**config.mk**
```make
export PLATFORM = sky130hd
export DESIGN_NAME = code_memory_loader
export DESIGN_NICKNAME = d
export VERILOG_FILES = /design/src/rtl/code_memory_loader.sv
export SDC_FILE = /design/constraint.sdc
export NUM_CORES = 1
export LEC_CHECK = 0
export CAP_MARGIN = 20
export CORE_UTILIZATION = 56
export CTS_CLUSTER_SIZE = 16
export DETAILED_ROUTE_END_ITERATION = 8
export PLACE_DENSITY = 0.79
export SLEW_MARGIN = 20
export SYNTH_ARGS = -nofsm -noshare
export SYNTH_HDL_FRONTEND = slang
export SYNTH_SLANG_ARGS = --single-unit
```
**constraint.sdc**
```tcl
create_clock -name clk -period 2.9 [get_ports clk]
set_input_delay 0.58 -clock clk [delete_from_list [all_inputs] [get_ports clk]]
set_output_delay 0.58 -clock clk [all_outputs]
set_load 0.02 [all_outputs]
```
**src/rtl/code_memory_loader.sv**
```systemverilog
// Code memory writer: receives a nibble-stream program image, assembles and writes
// instruction words from address 0, and holds the CPU in reset until the image verifies.
module code_memory_loader #(
  parameter int ADDR_W = 9,
  parameter int DATA_W = 16,
  parameter int DEPTH  = 512
) (
  input  logic              clk,
  input  logic              rst_n,
  input  logic              in_start,
  input  logic              in_valid,
  input  logic [3:0]        in_nibble,
  output logic              out_ready,
  output logic              out_mem_wr_en,
  output logic [ADDR_W-1:0] out_mem_addr,
  output logic [DATA_W-1:0] out_mem_data,
  output logic              out_cpu_hold,
  output logic              out_done,
  output logic              out_error
);

  localparam int NPW   = DATA_W / 4;
  localparam int NIB_W = (NPW > 1) ? $clog2(NPW) : 1;

  typedef enum logic [2:0] {
    S_IDLE = 3'd0,
    S_HDR  = 3'd1,
    S_DATA = 3'd2,
    S_CHK  = 3'd3,
    S_DONE = 3'd4,
    S_ERR  = 3'd5
  } state_t;

  state_t              state_q, state_d;
  logic [1:0]          hdr_cnt_q, hdr_cnt_d;
  logic [11:0]         count_q, count_d;
  logic [NIB_W-1:0]    nib_cnt_q, nib_cnt_d;
  logic [DATA_W-1:0]   word_q, word_d;
  logic [ADDR_W-1:0]   idx_q, idx_d;
  logic [3:0]          chk_q, chk_d;
  logic                ready_q, ready_d;
  logic                wr_en_q, wr_en_d;
  logic [ADDR_W-1:0]   addr_q, addr_d;
  logic [DATA_W-1:0]   data_q, data_d;
  logic                hold_q, hold_d;
  logic                done_q, done_d;
  logic                error_q, error_d;

  logic                fire_s;
  logic [11:0]         count_new_s;
  logic [DATA_W-1:0]   word_new_s;
  logic                word_last_s;
  logic                count_bad_s;

  // Running checksum: XOR over every data nibble.
  function automatic logic [3:0] chk_update(input logic [3:0] acc, input logic [3:0] nib);
    return acc ^ nib;
  endfunction

  assign fire_s      = in_valid & ready_q;
  assign count_new_s = {count_q[7:0], in_nibble};
  assign word_new_s  = (word_q << 4) | DATA_W'(in_nibble);
  assign word_last_s = (16'(idx_q) == (16'(count_q) - 16'd1));
  assign count_bad_s = (count_new_s == 12'd0) || (32'(count_new_s) > 32'(DEPTH));

  // Next-state, datapath and registered-output decode.
  always_comb begin
    state_d   = state_q;
    hdr_cnt_d = hdr_cnt_q;
    count_d   = count_q;
    nib_cnt_d = nib_cnt_q;
    word_d    = word_q;
    idx_d     = idx_q;
    chk_d     = chk_q;
    wr_en_d   = 1'b0;
    addr_d    = addr_q;
    data_d    = data_q;

    case (state_q)
      S_IDLE, S_DONE, S_ERR: begin
        if (in_start) begin
          state_d   = S_HDR;
          hdr_cnt_d = 2'd0;
          count_d   = 12'd0;
          nib_cnt_d = '0;
          word_d    = '0;
          idx_d     = '0;
          chk_d     = 4'd0;
        end else begin
          state_d = state_q;
        end
      end
      S_HDR: begin
        if (fire_s) begin
          count_d = count_new_s;
          if (hdr_cnt_q == 2'd2) begin
            hdr_cnt_d = 2'd0;
            state_d   = count_bad_s ? S_ERR : S_DATA;
          end else begin
            hdr_cnt_d = hdr_cnt_q + 2'd1;
          end
        end else begin
          state_d = S_HDR;
        end
      end
      S_DATA: begin
        if (fire_s) begin
          chk_d  = chk_update(chk_q, in_nibble);
          word_d = word_new_s;
          if (nib_cnt_q == NIB_W'(NPW - 1)) begin
            nib_cnt_d = '0;
            wr_en_d   = 1'b1;
            addr_d    = idx_q;
            data_d    = word_new_s;
            // Index stops at N-1 so the address can never wrap on a full image.
            if (word_last_s) begin
              state_d = S_CHK;
            end else begin
              idx_d = idx_q + ADDR_W'(1);
            end
          end else begin
            nib_cnt_d = nib_cnt_q + NIB_W'(1);
          end
        end else begin
          state_d = S_DATA;
        end
      end
      S_CHK: begin
        if (fire_s) begin
          state_d = (in_nibble == chk_q) ? S_DONE : S_ERR;
        end else begin
          state_d = S_CHK;
        end
      end
      default: begin
        state_d = S_IDLE;
      end
    endcase

    ready_d = (state_d == S_HDR) || (state_d == S_DATA) || (state_d == S_CHK);
    hold_d  = (state_d != S_DONE);
    done_d  = (state_d == S_DONE);
    error_d = (state_d == S_ERR);
  end

  // State and output registers; reset drops any write strobe in flight.
  always_ff @(posedge clk or negedge rst_n) begin
    if (!rst_n) begin
      state_q   <= S_IDLE;
      hdr_cnt_q <= 2'd0;
      count_q   <= 12'd0;
      nib_cnt_q <= '0;
      word_q    <= '0;
      idx_q     <= '0;
      chk_q     <= 4'd0;
      ready_q   <= 1'b0;
      wr_en_q   <= 1'b0;
      addr_q    <= '0;
      data_q    <= '0;
      hold_q    <= 1'b1;
      done_q    <= 1'b0;
      error_q   <= 1'b0;
    end else begin
      state_q   <= state_d;
      hdr_cnt_q <= hdr_cnt_d;
      count_q   <= count_d;
      nib_cnt_q <= nib_cnt_d;
      word_q    <= word_d;
      idx_q     <= idx_d;
      chk_q     <= chk_d;
      ready_q   <= ready_d;
      wr_en_q   <= wr_en_d;
      addr_q    <= addr_d;
      data_q    <= data_d;
      hold_q    <= hold_d;
      done_q    <= done_d;
      error_q   <= error_d;
    end
  end

  assign out_ready     = ready_q;
  assign out_mem_wr_en = wr_en_q;
  assign out_mem_addr  = addr_q;
  assign out_mem_data  = data_q;
  assign out_cpu_hold  = hold_q;
  assign out_done      = done_q;
  assign out_error     = error_q;

endmodule

```
==> run_results.csv <==
group,metric,value,unit
status,status,"completed",
clocking,clockBufferDepth,2,
synth,synth_edf_count,0,
clocking,cts-root-buf,"clkbuf_8",
timing,rsz0062_at_grt,"no",
power,ir_drop,0.746,mV
setup_path,crit_path_end_kind,"flip-flop",
synth,ys_warn_count,0,
grt,grt_pass1_vias,2528,
place,place.port_buffers,37,
timing,fmax,0.369,GHz
clocking,cts_tree,"done",
clocking,clk_pin_slew,0.08,ns
grt,overflow,0,
grt,use_met2,39.0,%
synth,synth.cell_area,0.00348,mm^2
place,dp.final_hpwl,5.09,mm
routing,num_vias,2675,
clocking,clkSinkCount,74,
clocking,h-tree-depth,3,
timing,layout_setup_ws,0.189,ns
grt,grt_busiest_layer,"met2",
synth,ys.flop_type,"dfrtp_1",
timing,post-route-period-util,93.5,%
die,die-area,0.00653,mm^2
synth,synth_area_leader_cell,"dfrtp_1",
cells_and_area,diodes,0,
power,seq_power_share,42.0,%
routing,wl_per_cell,15.6,um
power,swShare,37.3,%
clocking,cts_made_buffers,9,
synth,syn_avg_cell_area,10.6,um^2
routing,ant_nets,0,
timing,worstMarginPinSlew,0.885,ns
setup_path,crit_path_start_kind,"flip-flop",
setup_path,critPathMaxStageDelay,0.51,ns
setup_path,crit_slowest_cell,"or4_1",
clocking,cts.repair.resized,0,
routing,drc,0,
setup_path,reg2regPathDepth,9,
timing,tns,0,ns
setup_path,critPathMaxFanout,12,
synth,yosysSeqAreaShare,53.3,%
die,die_h,80.8,um
synth,netlist.area_leader.share,52.5,%
setup_path,worst_ep_arrival_time,2.99,ns
cells_and_area,area_delta_synth_final,19.3,%
synth,synthTopCellsByCount,"dfrtp_1 (73), nand2_1 (52), o21ai_0 (28)",
routing,dr.pass1.iters,4,
place,dpl_worst_slack,0.183,ns
min_path,holdCritPathClass,"in -> async",
timing,finalHoldViolations,0,
grt,grtUsageMet3,4.27,%
grt,grt_max_degree,75,
power,p_clk_share,25.3,%
clocking,cts_hold_buf,0,
die,rows,28,
synth,yosys-top-cells-area,"dfrtp_1 (53%), mux2_2 (8.1%), nand2_1 (5.6%)",
synth,synth_fp_nets,340,
grt,grt_use_met1,31.5,%
timing,slew_violations,0,
die,initial_core_util,58.4,%
setup_path,path_cells,"inv_1, ha_1, or4b_4, o211ai_1, nor3b_1, a211oi_1, and2_4, or4_1, a21oi_1",
routing,initialDrtViolationCount,95,
place,gp_congestion,0.898,
cells_and_area,nNetsFinal,385,
setup_path,crit_type,"reg -> reg",
routing,routed_wl,7.07,mm
setup_path,cp.required,3.17,ns
synth,ys_async_sr_fraction,100,%
power,p_int,2.01,mW
die,pin_count,38,
timing,relSlewSlack,41.0,%
power,p_switching,1.19,mW
routing,avgViaCountPerCell,5.89,
clocking,cts_setup_buffers,0,
synth,yosysMostFrequentCell,"dfrtp_1",
die,core,0.00596,mm^2
power,combPwrFrac,32.7,%
die,dieWidth,80.8,um
grt,grt_pass1_wl,11.8,mm
synth,ys_seq_elements,74,
power,p_per_area,773,mW/mm^2
synth,syn_inst,329,
timing,finalClockSkew,0.00665,ns
timing,finalSetupViolations,0,
timing,whs,0.351,ns
timing,period_needed,2.71,ns
run,cap_viol_max_count,0,
synth,ys_types,52,
clocking,clock_latency,0.35,ns
grt,antenna_found_initial,0,
cells_and_area,drive_gt1_share,17.2,%
power,p_leak,1.90,nW
grt,grt_usage,24.2,%
==> cell type report <==
class	count	area, um^2
sequential	74	1850
multi-input combinational	233	1520
inverter	8	30.0
clock inverter	7	76.3
timing repair buffer	48	450
clock buffer	9	124
fill	474	1810
tap	75	93.8
==> metrics by stage <==
step	util, %	total power [mW]	area [um^2]	std cells
2_1_floorplan	-	2.10	3480	329
5_1_grt	69.7	3.41	4150	454
6_report	69.7	3.21	4150	454
4_1_cts	69.7	3.21	4150	454
3_3_place_gp	66.3	2.37	3950	438
3_5_place_dp	66.3	2.40	3950	438
==> power by group through the flow <==
stage	Sequential, mW	Combinational [mW]	Clock (mW)
after floorplan	1.31	0.794	0
after global placement	1.36	1.01	0
after detailed placement	1.36	1.04	0
after CTS	1.34	1.04	0.826
after global routing	1.37	1.17	0.872
final	1.35	1.05	0.812
==> flip-flops by register name, summed over array words and instances (netlist names), 2 cells and up <==
name,count
out_mem_data,16
nib_cnt_q,2
count_q,12
idx_q,9
hdr_cnt_q,2
word_q,12
chk_q,4
out_mem_addr,9
state_q,3
==> layout by cell type (no fill, tap or decap), types with 2 or more instances in the layout <==
cell type and n:
dfrtp_1 73, nand2_1 52, clkdlybuf4s50_1 36, o21ai_0 28, mux2_2 25, nor2_1 18
buf_4 12, a21oi_1 11, a22o_1 11, xnor2_1 9, clkbuf_8 9, inv_1 8
nand3_1 6, nor4_1 5, xor2_1 5, o31ai_1 5, nand2b_1 4, nand4_1 4
or3_1 3, nor3_1 3, or3_2 3, or4_1 3, ha_1 3, nand3b_1 2
nor2b_1 2, nand4b_1 2, a21oi_2 2, and2_1 2, a31oi_1 2, a2111oi_0 2
and3_1 2, clkinvlp_4 2, inv_6 2
==> routing by layer <==
metal / wire length, um / up-vias / part of all wire, %
met4: 172 / 0 / 2.4
met5: 0 / - / 0
met2: 3430 / 84 / 49
met3: 305 / 18 / 4.3
met1: 3160 / 1305 / 45
li1: - / 1268 / -
==> logic make-up (layout without fill, tap and decap cells) <==
| logic type | Yosys count | after routing | share of synthesized area [%] |
|---|---|---|---|
| muxes | 26 | 26 | 8.38 |
| AOI/OAI and AO/OA | 69 | 69 | 12.7 |
| buffers and inverters | 22 | 72 | 3.06 |
| adders and majority gates | 3 | 3 | 1.08 |
| and+or+nand+nor | 121 | 121 | 18.0 |
| xor gates and xnor gates | 14 | 14 | 3.53 |
| DFF | 74 | 74 | 53.3 |
==> path summary, 6_finish.rpt <==
kind	startpoint	to	slack, ns
setup / recovery	count_q[0]	idx_q[2]	0.19
hold / removal	rst_n	out_mem_addr[2]	0.35
setup reg to reg	count_q[0]	idx_q[2]	0.19
hold reg to reg	word_q[11]	word_q[11]	0.50
max in group asynchronous	rst_n	state_q[0]	1.97
min in group clk	word_q[11]	word_q[11]	0.50
==> worst max-delay path: cells and delay by family, from the launching register on <==
kind,cells,cell delay (ns)
simple gates,4,1.49
buf+inv,1,0.08
fa+ha+maj,1,0.21
flops,1,0.43
compound gates,3,0.45
No activity file was read; power rests on OpenSTA's default activity.
